--- src/rtl/mem_copy_engine_pkg.sv ---
// Shared constants, the address-width helper and the state encoding for the
// memory copy engine.
package mem_copy_engine_pkg;

  localparam int DEFAULT_WIDTH         = 256;
  localparam int DEFAULT_MAX_MEM_DEPTH = 320;

  // Smallest w with 2**w >= value; usable in constant expressions.
  function automatic int clog2(input int value);
    int w;
    w = 0;
    while ((1 << w) < value) begin
      w = w + 1;
    end
    return w;
  endfunction

  localparam int DEFAULT_AW = clog2(DEFAULT_MAX_MEM_DEPTH);

  typedef enum logic [1:0] {
    ST_IDLE  = 2'd0,
    ST_READ  = 2'd1,
    ST_DRAIN = 2'd2,
    ST_DONE  = 2'd3
  } state_e;

endpackage

--- src/rtl/mem_copy_engine_if.sv ---
// Control handshake plus source-read / destination-write buses of the copy engine.
// The master side is the engine itself; the slave side is the host and memories.
interface mem_copy_engine_if
  import mem_copy_engine_pkg::*;
#(
  parameter int WIDTH = DEFAULT_WIDTH,
  parameter int AW    = DEFAULT_AW
);

  logic             i_start;
  logic [AW-1:0]    i_start_addr;
  logic [AW-1:0]    i_end_addr;
  logic [AW-1:0]    o_mem_in_addr;
  logic             o_mem_in_en;
  logic [WIDTH-1:0] i_mem_in;
  logic [AW-1:0]    o_mem_out_addr;
  logic             o_mem_out_en;
  logic [WIDTH-1:0] o_mem_out;
  logic             o_done;

  modport master (
    input  i_start, i_start_addr, i_end_addr, i_mem_in,
    output o_mem_in_addr, o_mem_in_en, o_mem_out_addr, o_mem_out_en, o_mem_out, o_done
  );

  modport slave (
    output i_start, i_start_addr, i_end_addr, i_mem_in,
    input  o_mem_in_addr, o_mem_in_en, o_mem_out_addr, o_mem_out_en, o_mem_out, o_done
  );

endinterface

--- src/rtl/mem_copy_engine.sv ---
// Copies an inclusive address range from a source SRAM to the same addresses in
// a destination SRAM at one word per cycle; the write path trails reads by one cycle.
module mem_copy_engine
  import mem_copy_engine_pkg::*;
#(
  parameter int WIDTH         = DEFAULT_WIDTH,
  parameter int MAX_MEM_DEPTH = DEFAULT_MAX_MEM_DEPTH
) (
  input  logic           i_clk,
  input  logic           i_rst,
  mem_copy_engine_if.master bus
);

  localparam int AW = clog2(MAX_MEM_DEPTH);

  state_e        state_q, state_d;
  logic [AW-1:0] ptr_q, ptr_d;
  logic [AW-1:0] end_q, end_d;
  logic [AW-1:0] wr_addr_q;
  logic          wr_en_q;
  logic          rd_en;
  logic          done;

  // NOTE: every signal assigned here gets a default first, so no path can
  // leave one unassigned and infer a latch.
  always_comb begin
    state_d = state_q;
    ptr_d   = ptr_q;
    end_d   = end_q;
    rd_en   = 1'b0;
    done    = 1'b0;

    unique case (state_q)
      ST_IDLE: begin
        if (bus.i_start) begin
          if (bus.i_start_addr <= bus.i_end_addr) begin
            ptr_d   = bus.i_start_addr;
            end_d   = bus.i_end_addr;
            state_d = ST_READ;
          end else begin
            state_d = ST_DONE;
          end
        end
      end
      ST_READ: begin
        rd_en = 1'b1;
        // The end address is inclusive, so the pointer never has to wrap.
        if (ptr_q == end_q) begin
          state_d = ST_DRAIN;
        end else begin
          ptr_d = ptr_q + 1'b1;
        end
      end
      ST_DRAIN: begin
        state_d = ST_DONE;
      end
      ST_DONE: begin
        done    = 1'b1;
        state_d = ST_IDLE;
      end
      default: begin
        state_d = ST_IDLE;
      end
    endcase
  end

  // NOTE: sequential state uses non-blocking assignments so every register
  // samples the pre-edge values regardless of statement order.
  always_ff @(posedge i_clk) begin
    if (i_rst) begin
      state_q   <= ST_IDLE;
      ptr_q     <= '0;
      end_q     <= '0;
      wr_en_q   <= 1'b0;
      wr_addr_q <= '0;
    end else begin
      state_q   <= state_d;
      ptr_q     <= ptr_d;
      end_q     <= end_d;
      wr_en_q   <= rd_en;
      wr_addr_q <= ptr_q;
    end
  end

  // Source data is already registered inside the SRAM, so it passes straight through.
  assign bus.o_mem_in_addr  = ptr_q;
  assign bus.o_mem_in_en    = rd_en;
  assign bus.o_mem_out_addr = wr_addr_q;
  assign bus.o_mem_out_en   = wr_en_q;
  assign bus.o_mem_out      = WIDTH'(bus.i_mem_in);
  assign bus.o_done         = done;

endmodule

--- src/flat_wrapper.sv ---
// flat-port wrapper written by rule: the top's interface ports become plain ports
module mem_copy_engine_flat import mem_copy_engine_pkg::*;
#(
  parameter int WIDTH         = DEFAULT_WIDTH,
  parameter int MAX_MEM_DEPTH = DEFAULT_MAX_MEM_DEPTH
)
  (i_clk, i_rst, bus_i_start, bus_i_start_addr, bus_i_end_addr, bus_i_mem_in, bus_o_mem_in_addr, bus_o_mem_in_en, bus_o_mem_out_addr, bus_o_mem_out_en, bus_o_mem_out, bus_o_done);
  mem_copy_engine_if #(.WIDTH(WIDTH), .AW((9))) bus_i ();
  input  logic i_clk;
  input  logic i_rst;
  input wire logic [$bits(bus_i.i_start)-1:0] bus_i_start;
  input wire logic [$bits(bus_i.i_start_addr)-1:0] bus_i_start_addr;
  input wire logic [$bits(bus_i.i_end_addr)-1:0] bus_i_end_addr;
  input wire logic [$bits(bus_i.i_mem_in)-1:0] bus_i_mem_in;
  output wire logic [$bits(bus_i.o_mem_in_addr)-1:0] bus_o_mem_in_addr;
  output wire logic [$bits(bus_i.o_mem_in_en)-1:0] bus_o_mem_in_en;
  output wire logic [$bits(bus_i.o_mem_out_addr)-1:0] bus_o_mem_out_addr;
  output wire logic [$bits(bus_i.o_mem_out_en)-1:0] bus_o_mem_out_en;
  output wire logic [$bits(bus_i.o_mem_out)-1:0] bus_o_mem_out;
  output wire logic [$bits(bus_i.o_done)-1:0] bus_o_done;
  assign bus_i.i_start = bus_i_start;
  assign bus_i.i_start_addr = bus_i_start_addr;
  assign bus_i.i_end_addr = bus_i_end_addr;
  assign bus_i.i_mem_in = bus_i_mem_in;
  assign bus_o_mem_in_addr = bus_i.o_mem_in_addr;
  assign bus_o_mem_in_en = bus_i.o_mem_in_en;
  assign bus_o_mem_out_addr = bus_i.o_mem_out_addr;
  assign bus_o_mem_out_en = bus_i.o_mem_out_en;
  assign bus_o_mem_out = bus_i.o_mem_out;
  assign bus_o_done = bus_i.o_done;
  mem_copy_engine #(.WIDTH(WIDTH), .MAX_MEM_DEPTH(MAX_MEM_DEPTH)) u_core (.i_clk(i_clk), .i_rst(i_rst), .bus(bus_i));
endmodule
--- config.mk ---
export PLATFORM = sky130hd
export DESIGN_NAME = mem_copy_engine_flat
export DESIGN_NICKNAME = d
export VERILOG_FILES = /design/src/rtl/mem_copy_engine_pkg.sv /design/src/rtl/mem_copy_engine_if.sv /design/src/rtl/mem_copy_engine.sv /design/src/flat_wrapper.sv
export SDC_FILE = /design/constraint.sdc
export NUM_CORES = 1
export LEC_CHECK = 0
export ABC_AREA = 1
export BUFFER_PORTS_ARGS = -buffer_cell sky130_fd_sc_hd__buf_2
export CAP_MARGIN = 20
export CORE_AREA = 10 10 204 206
export DETAILED_ROUTE_END_ITERATION = 8
export DIE_AREA = 0 0 214 216
export HOLD_SLACK_MARGIN = 0.12
export RECOVER_POWER = 100
export SETUP_SLACK_MARGIN = 0.05
export SLEW_MARGIN = 20
export SYNTH_ARGS = -nofsm -noshare
export SYNTH_HDL_FRONTEND = slang
export SYNTH_SLANG_ARGS = --single-unit
--- constraint.sdc ---
create_clock -name i_clk -period 1.72 [get_ports i_clk]
set_input_delay 0 -clock i_clk [delete_from_list [all_inputs] [get_ports i_clk]]
set_output_delay 0 -clock i_clk [all_outputs]
set_load 0.02 [all_outputs]
==> flow_metrics.tcl, run 1 <==
set metrics [dict create \
    outcome "stopped before the end" \
    failing_step "clock tree synthesis" \
    error "[ERROR RSZ-0060] Max buffer count reached." \
    synth.distinct_cells 26 \
    boundaryPins 554 \
    yosysTopAreaCellShare_pct 51.5 \
    synth_nets 817 \
    fp-row-count 71 \
    die_y_um 216 \
    postCtsHoldBufs 167 \
    post_cts_buffers 0 \
    initial_core_util_pct 10.0 \
    cts_resized 0 \
    port_buffers 41 \
    syn_area_per_cell_sq_um 7.13 \
    h-tree-depth 2 \
    clock-sinks 30 \
    synthCells 526 \
    yosysWarnings 0 \
    ys_seq_elements 30 \
    dp_hpwl_um 12400 \
    cts_buffers 5 \
    ys_seq_area_share_pct 16.0 \
    synth_top_cells_by_area "buf_4 (51%), dfxtp_1 (16%), nand2_1 (8.8%)" \
    cts_buffer_depth 2 \
    synth_largest_area_cell "buf_4" \
    die_x_um 214 \
    routabilityCongestion 0.756 \
    cts-root-buf "clkbuf_16" \
    syn_area_sq_um 3750 \
]
-- metrics by stage --
step / utilization [%] / setup WS, ns / instance area (sq um) / std cells / hold slack (ns)
2_1_floorplan: - / 0.0706 / 3750 / 526 / 0.0691
3_3_place_gp: 7.10 / 0.106 / 2650 / 821 / 0.000137
3_5_place_dp: 7.10 / 0.106 / 2650 / 821 / 0.000137
-- cells by family after synthesis --
logic type	after synthesis	synth area share [%]
simple gates	163	19.2
compound gates	15	2.10
xor+xnor	6	1.60
buf+inv	298	56.4
fa+ha+maj	14	4.67
flops	30	16.0
-- cells in the mapped netlist (all sizes together) --
library cell,number
inv,34
nand4,9
nor2,50
nand2,89
a21oi,7
xnor2,4
dfxtp,30
clkinv,1
and2,1
ha,14
o21ai,8
xor2,2
nand3b,1
nand3,13
buf,261
clkbuf,2
==> run 2, diff against run 1 <==
--- a/config.mk
+++ b/config.mk
@@ -11,9 +11,8 @@
 export CORE_AREA = 10 10 204 206
 export DETAILED_ROUTE_END_ITERATION = 8
 export DIE_AREA = 0 0 214 216
-export HOLD_SLACK_MARGIN = 0.12
+export PLACE_DENSITY_LB_ADDON = 0.15
 export RECOVER_POWER = 100
-export SETUP_SLACK_MARGIN = 0.05
 export SLEW_MARGIN = 20
 export SYNTH_ARGS = -nofsm -noshare
 export SYNTH_HDL_FRONTEND = slang
==> flow_metrics.tcl, run 2 <==
set metrics [dict create \
    outcome "finished, final reports clean" \
    routed.top_layer "met4" \
    most-common-layout-cells "nand2_1 (88), nor2_1 (41), inv_1 (31)" \
    h-tree-depth 2 \
    worst-r2r-cell-count 8 \
    die_x_um 214 \
    fmax_mhz 631 \
    cts_buffers 5 \
    synth_edf_count 0 \
    critPathLaunch "u_core.state_q[0]" \
    clk_latency_ns 0.29 \
    drt-met1-wl_um 5010 \
    boundaryPins 554 \
    clock-sinks 30 \
    rsz0062_at_grt "false" \
    yosysWarnings 0 \
    port_buffers 41 \
    cp-start-kind "register" \
    grt_pass1_vias 2468 \
    grt_overflow_total 0 \
    routed-wl-met3_um 1960 \
    cts_tree "done" \
    synth_largest_area_cell "buf_4" \
    synth_top_cells_by_area "buf_4 (51%), dfxtp_1 (16%), nand2_1 (8.8%)" \
    crit_end "u_core.bus.o_mem_in_addr[0]" \
    fp.dieArea_sq_um 46200 \
    ys_seq_elements 30 \
    synthCells 526 \
    syn_area_sq_um 3750 \
    synth-compound-area-share_pct 2.10 \
    worstReg2RegEnd "u_core.bus.o_mem_in_addr[0]" \
    hp-start "bus_i_mem_in[132]" \
    synth_adder_area_share_pct 4.67 \
    drv_slew 0 \
    post-route-util_pct 8.07 \
    drive_above_1_share_pct 21.2 \
    cellLeakagePower_nw 1.24 \
    synthXorXnorAreaFrac_pct 1.60 \
    track_usage_pct 5.89 \
    slew_headroom_pct 73.8 \
    diodes 0 \
    wl_met2_um 6390 \
    cts_buffer_depth 2 \
    arrival_ns 1.80 \
    firstDrtPassIters 4 \
    drcViolationCount 0 \
    grt_pass1_wl_um 19200 \
    hold_class "primary input to primary output" \
    synth_top_flop_cell "dfxtp_1" \
    antenna_found_initial 3 \
    layout_commonest_cell "nand2_1" \
    setup_tns_ns 0 \
    fin_crit_sh_pct 92.1 \
    avgViaCountPerCell 2.61 \
    drt_iter0_markers 46 \
    synth.distinct_cells 26 \
    routabilityCongestion 0.677 \
    r2r_start "u_core.state_q[0]" \
    yosysTopAreaCellShare_pct 51.5 \
    die_y_um 216 \
    ant_nets 0 \
    cts-root-buf "clkbuf_16" \
    maxCapViolCount 0 \
    yosys.area_share.simple_pct 19.2 \
    hold_violations 0 \
    nets 630 \
    finClkSkew_ns 0.0125 \
    netlist_top_cells_count "buf_4 (257), nand2_1 (88), nor2_1 (41)" \
    dp_hpwl_um 12000 \
    ir_drop_mv 0.459 \
    endpoint_kind "register" \
    muxShareOfSynthArea_pct 0 \
    synth.most_common_cell "buf_4" \
    grt_max_degree 18 \
    num_vias 2221 \
    clk_pin_slew_ns 0.06 \
    syn_area_per_cell_sq_um 7.13 \
    initial_core_util_pct 10.0 \
    tightest_slew_ns 0.388 \
    post_cts_buffers 0 \
    avgRoutedWirePerCell_um 16.8 \
    place_ws_ns -0.187 \
    synth_nets 817 \
    powerDensity_nw_per_um2 1560 \
    setup_violations 0 \
    fp-row-count 71 \
    post-route-min-period_ns 1.58 \
    coreArea_sq_um 37400 \
    crit_type "register to register" \
    ys_seq_area_share_pct 16.0 \
    rrSetupSlack_ns 0.14 \
    crit_fanout 9 \
    postSynth.asyncResetShare_pct 0 \
    cp_data_required_time_ns 1.94 \
    synthToLayoutAreaGrowth_pct -19.5 \
    timing.final.ws_setup_ns 0.136 \
    routed_wirelength_um 14300 \
    synth_top_family_by_area "buffers and inverters" \
]
run 2: cell counts after synthesis:
Identical to the previous run, type by type.
run 2: power breakdown:
group          total [mW]  switching (mW)  internal [mW]
combinational        2.41            1.60          0.811
clock                1.23           0.358          0.870
sequential           1.08           0.171          0.906
run 2: routing by layer:
layer / track usage [%] / up-vias
met3: 3.76 / 117
li1: - / 972
met1: 5.47 / 888
met5: 0 / -
met4: 4.43 / 0
met2: 9.25 / 244
run 2: repair_timing:
item | in CTS | in global routing
hold buffers | 5 | 0
gates resized for setup | 0 | 5
endpoints found under the setup margin | 0 | 8
endpoints found under the hold margin | 5 | 0
run 2: how the worst min path moves through the flow:
| stage | end | cells past startpoint |
|---|---|---|
| detailed placement | bus_o_mem_out[10] | 0 |
| global route | bus_o_mem_out[96] | 0 |
| floorplan | u_core.end_q[1] | 1 |
| global placement | bus_o_mem_out[10] | 0 |
| CTS | bus_o_mem_out[10] | 0 |
| finish | bus_o_mem_out[132] | 0 |
run 2: logic make-up after synthesis:
kind of cell | after synthesis
DFF | 30
adders and majority gates | 14
and+or+nand+nor | 163
AOI/OAI and AO/OA | 15
buffers and inverters | 298
xor gates and xnor gates | 6
run 2: layout make-up:
| cell class | instances | area (sq um) |
|---|---|---|
| tap | 511 | 639 |
| clock buffer | 6 | 139 |
| clock inverter | 2 | 60.1 |
| multi-input combinational | 199 | 1060 |
| timing repair buffer | 68 | 387 |
| fill | 4430 | 34400 |
| inverter | 35 | 131 |
| sequential | 30 | 604 |
run 2: critical path, cell delays in order, from the launching register on:
cell and delay [ns]:
dfxtp_1 0.32, inv_1 0.07, ha_1 0.23, inv_2 0.10, nor2_1 0.07, a21oi_4 0.24
nand3_4 0.20, and2_2 0.22, nor2_1 0.07
run 2: stage by stage:
step	power (mW)	instances	cell area, sq um	hold slack, ns
after floorplan	3.43	526	3750	0.0691
after detailed placement	3.57	837	2770	0.000137
after global routing	5.18	851	3020	0.0000260
final	4.71	851	3020	0.00000744
after global placement	3.60	837	2770	0.000137
after CTS	4.86	850	3020	0.000137
No activity file was read; power rests on OpenSTA's default activity.
==> run 3, diff against run 2 <==
--- a/config.mk
+++ b/config.mk
@@ -5,12 +5,11 @@
 export SDC_FILE = /design/constraint.sdc
 export NUM_CORES = 1
 export LEC_CHECK = 0
-export ABC_AREA = 1
 export BUFFER_PORTS_ARGS = -buffer_cell sky130_fd_sc_hd__buf_2
 export CAP_MARGIN = 20
-export CORE_AREA = 10 10 204 206
+export CORE_AREA = 10 10 206 208
 export DETAILED_ROUTE_END_ITERATION = 8
-export DIE_AREA = 0 0 214 216
+export DIE_AREA = 0 0 216 218
 export PLACE_DENSITY_LB_ADDON = 0.15
 export RECOVER_POWER = 100
 export SLEW_MARGIN = 20
==> flow_metrics.tcl, run 3 <==
set metrics [dict create \
    path_cells "inv_2 > buf_6 > ha_4 > inv_4 > nor4_4 > a21o_1 > mux2_4" \
    ir_drop_mv 0.379 \
    synth.most_common_cell "buf_4" \
    yosysTopAreaCellShare_pct 52.1 \
    grt_pass1_wl_um 18700 \
    hold_slack_ns 0.00000777 \
    hp-start "bus_i_mem_in[156]" \
    ys_seq_elements 30 \
    r2r_start "u_core.state_q[1]" \
    seq_area_sq_um 627 \
    hold_class "primary input to primary output" \
    cp-start-kind "register" \
    port_buffers 41 \
    crit_fanout 4 \
    layout_commonest_cell "buf_4" \
    postSynth.asyncResetShare_pct 0 \
    post-route-util_pct 8.94 \
    synth.distinct_cells 41 \
    routed_wirelength_um 13900 \
    boundaryPins 554 \
    num_vias 2146 \
    synth-compound-area-share_pct 10.2 \
    cellLeakagePower_nw 1.28 \
    syn_area_per_cell_sq_um 8.33 \
    muxShareOfSynthArea_pct 3.12 \
    avgViaCountPerCell 2.68 \
    hold_path_end "bus_o_mem_out[156]" \
    fin_crit_sh_pct 95.3 \
    grt_overflow_total 0 \
    drive_above_1_share_pct 48.4 \
    tightest_slew_ns 0.474 \
    h-tree-depth 2 \
    syn_area_sq_um 3690 \
    cts_tree "done" \
    drt_iter0_markers 41 \
    yosys.area_share.simple_pct 8.07 \
    synth_nets 734 \
    worstReg2RegEnd "u_core.bus.o_mem_in_addr[1]" \
    clk_latency_ns 0.28 \
    synth_top_flop_cell "dfxtp_1" \
    power_frac_clock_pct 25.9 \
    synth_largest_area_cell "buf_4" \
    pwr-share-comb_pct 52.0 \
    p_int_mw 2.81 \
    cp_num_buf_inv 3 \
    fp.dieArea_sq_um 47100 \
    synthCells 443 \
    hold_violations 0 \
    synth_top_family_by_area "buffers and inverters" \
    endpoint_kind "register" \
    nets 571 \
    clk_pin_slew_ns 0.05 \
    cts-root-buf "clkbuf_16" \
    cts_buffer_depth 2 \
    grt_max_degree 20 \
    post-route-min-period_ns 1.64 \
    swShare_pct 38.6 \
    dp_hpwl_um 11700 \
    ys_seq_area_share_pct 16.3 \
    yosysWarnings 0 \
    drv_slew 0 \
    cts_buffers 5 \
    p_sw_mw 1.77 \
    worst-r2r-cell-count 7 \
    crit_family "flip-flops" \
    clock-sinks 30 \
    synth_top_cells_by_area "buf_4 (52%), dfxtp_1 (16%), ha_1 (4.7%)" \
    drcViolationCount 0 \
    critPathMaxStageDelay_ns 0.31 \
    multi_input_area_sq_um 1270 \
    initial_core_util_pct 9.64 \
    most-common-layout-cells "buf_4 (49), clkbuf_1 (22), buf_2 (18)" \
    die_x_um 216 \
    ant_nets 0 \
    seq_power_share_pct 22.1 \
    grt_pass1_vias 2446 \
    stdcell_count 801 \
    arrival_ns 1.80 \
    setup_violations 0 \
    outcome "finished, final reports clean" \
    cp_slowest_cell "dfxtp_1" \
    fp-row-count 72 \
    synth_adder_area_share_pct 4.75 \
    firstDrtPassIters 4 \
    dp.cells 789 \
    rrSetupSlack_ns 0.08 \
    synthToLayoutAreaGrowth_pct -7.29 \
    routabilityCongestion 0.675 \
    antenna_found_initial 4 \
    netlist_top_cells_count "buf_4 (256), dfxtp_1 (30), inv_1 (20)" \
    nFillCells 4447 \
    maxCapViolCount 0 \
    fmax_mhz 610 \
    synthXorXnorAreaFrac_pct 2.14 \
    hold_path_depth 0 \
    crit_type "register to register" \
    track_usage_pct 5.61 \
    slew_headroom_pct 68.4 \
    powerDensity_nw_per_um2 1340 \
    die_y_um 218 \
    avgRoutedWirePerCell_um 17.3 \
    rsz0062_at_grt "true" \
    coreArea_sq_um 38300 \
    cp_data_required_time_ns 1.88 \
    synth_edf_count 0 \
    finClkSkew_ns 0.00832 \
]
[run 3: cell types whose count changed after synthesis, sizes merged, moves of 4 or more]
cell,delta
a211oi,+5
a21oi,+4
a221oi,+5
inv,-14
mux2i,+10
nand2,-81
nand2b,+8
nand3,-7
nand4,-6
nor2,-36
o21ai,-7
o32ai,+7
xnor2,+5
[run 3: kinds of logic after synthesis]
group / after synthesis
fa+ha+maj: 14
mux: 11
buf+inv: 285
simple gates: 53
xor+xnor: 9
flops: 30
compound gates: 41
[run 3: power groups by stage]
stage / Clock [mW] / Combinational [mW] / Sequential, mW
detailed placement: 0 / 2.15 / 1.01
global placement: 0 / 2.14 / 1.01
CTS: 1.25 / 2.28 / 1.02
floorplan: 0 / 1.85 / 1.14
global route: 1.26 / 2.62 / 1.03
finish: 1.18 / 2.38 / 1.01
[run 3: final cells by class]
type                       count  share of cell area, %
timing repair buffer          95                   17.6
multi-input combinational    128                   37.2
inverter                      20                   2.27
clock inverter                 3                   1.86
sequential                    30                   18.3
antenna                        2                  0.146
tap                          518                   18.9
clock buffer                   5                   3.66
[run 3: what timing repair did]
action,in CTS,in global routing
setup buffers,0,1
pin swaps,6,5
hold buffers,1,0
endpoints found under the hold margin,2,0
gates resized for setup,13,22
endpoints found under the setup margin,8,11
[run 3: worst max-delay path by stage]
stage,from,endpoint,slack (ns),depth (start not counted)
after floorplan,u_core.bus.o_mem_in_addr[0],u_core.bus.o_mem_in_addr[1],-0.09,6
after global placement,bus_i_end_addr[8],u_core.bus.o_mem_in_addr[1],-0.16,8
after detailed placement,bus_i_end_addr[8],u_core.bus.o_mem_in_addr[8],-0.20,9
after CTS,u_core.bus.o_mem_in_addr[5],u_core.state_q[1],-0.0005,5
after global routing,u_core.end_q[3],u_core.bus.o_mem_in_addr[1],-0.01,6
final,u_core.state_q[1],u_core.bus.o_mem_in_addr[1],0.08,7
[run 3: metrics by stage]
step	total power [mW]	setup TNS (ns)	instance area (sq um)	worst slack, ns
after global placement	3.15	-2.63	3050	-0.156
after global routing	4.92	-0.0269	3420	-0.0119
after floorplan	2.99	-0.0865	3770	-0.0865
after CTS	4.54	-0.000527	3320	-0.000527
after detailed placement	3.16	-2.96	3050	-0.202
final	4.57	0	3420	0.0800
[run 3: routing by layer]
metal	GRT usage, %	up-vias	part of all wire [%]
li1	-	864	-
met1	5.11	909	34
met5	0	-	0.094
met4	4.50	2	8.0
met2	8.35	248	43
met3	4.24	123	15
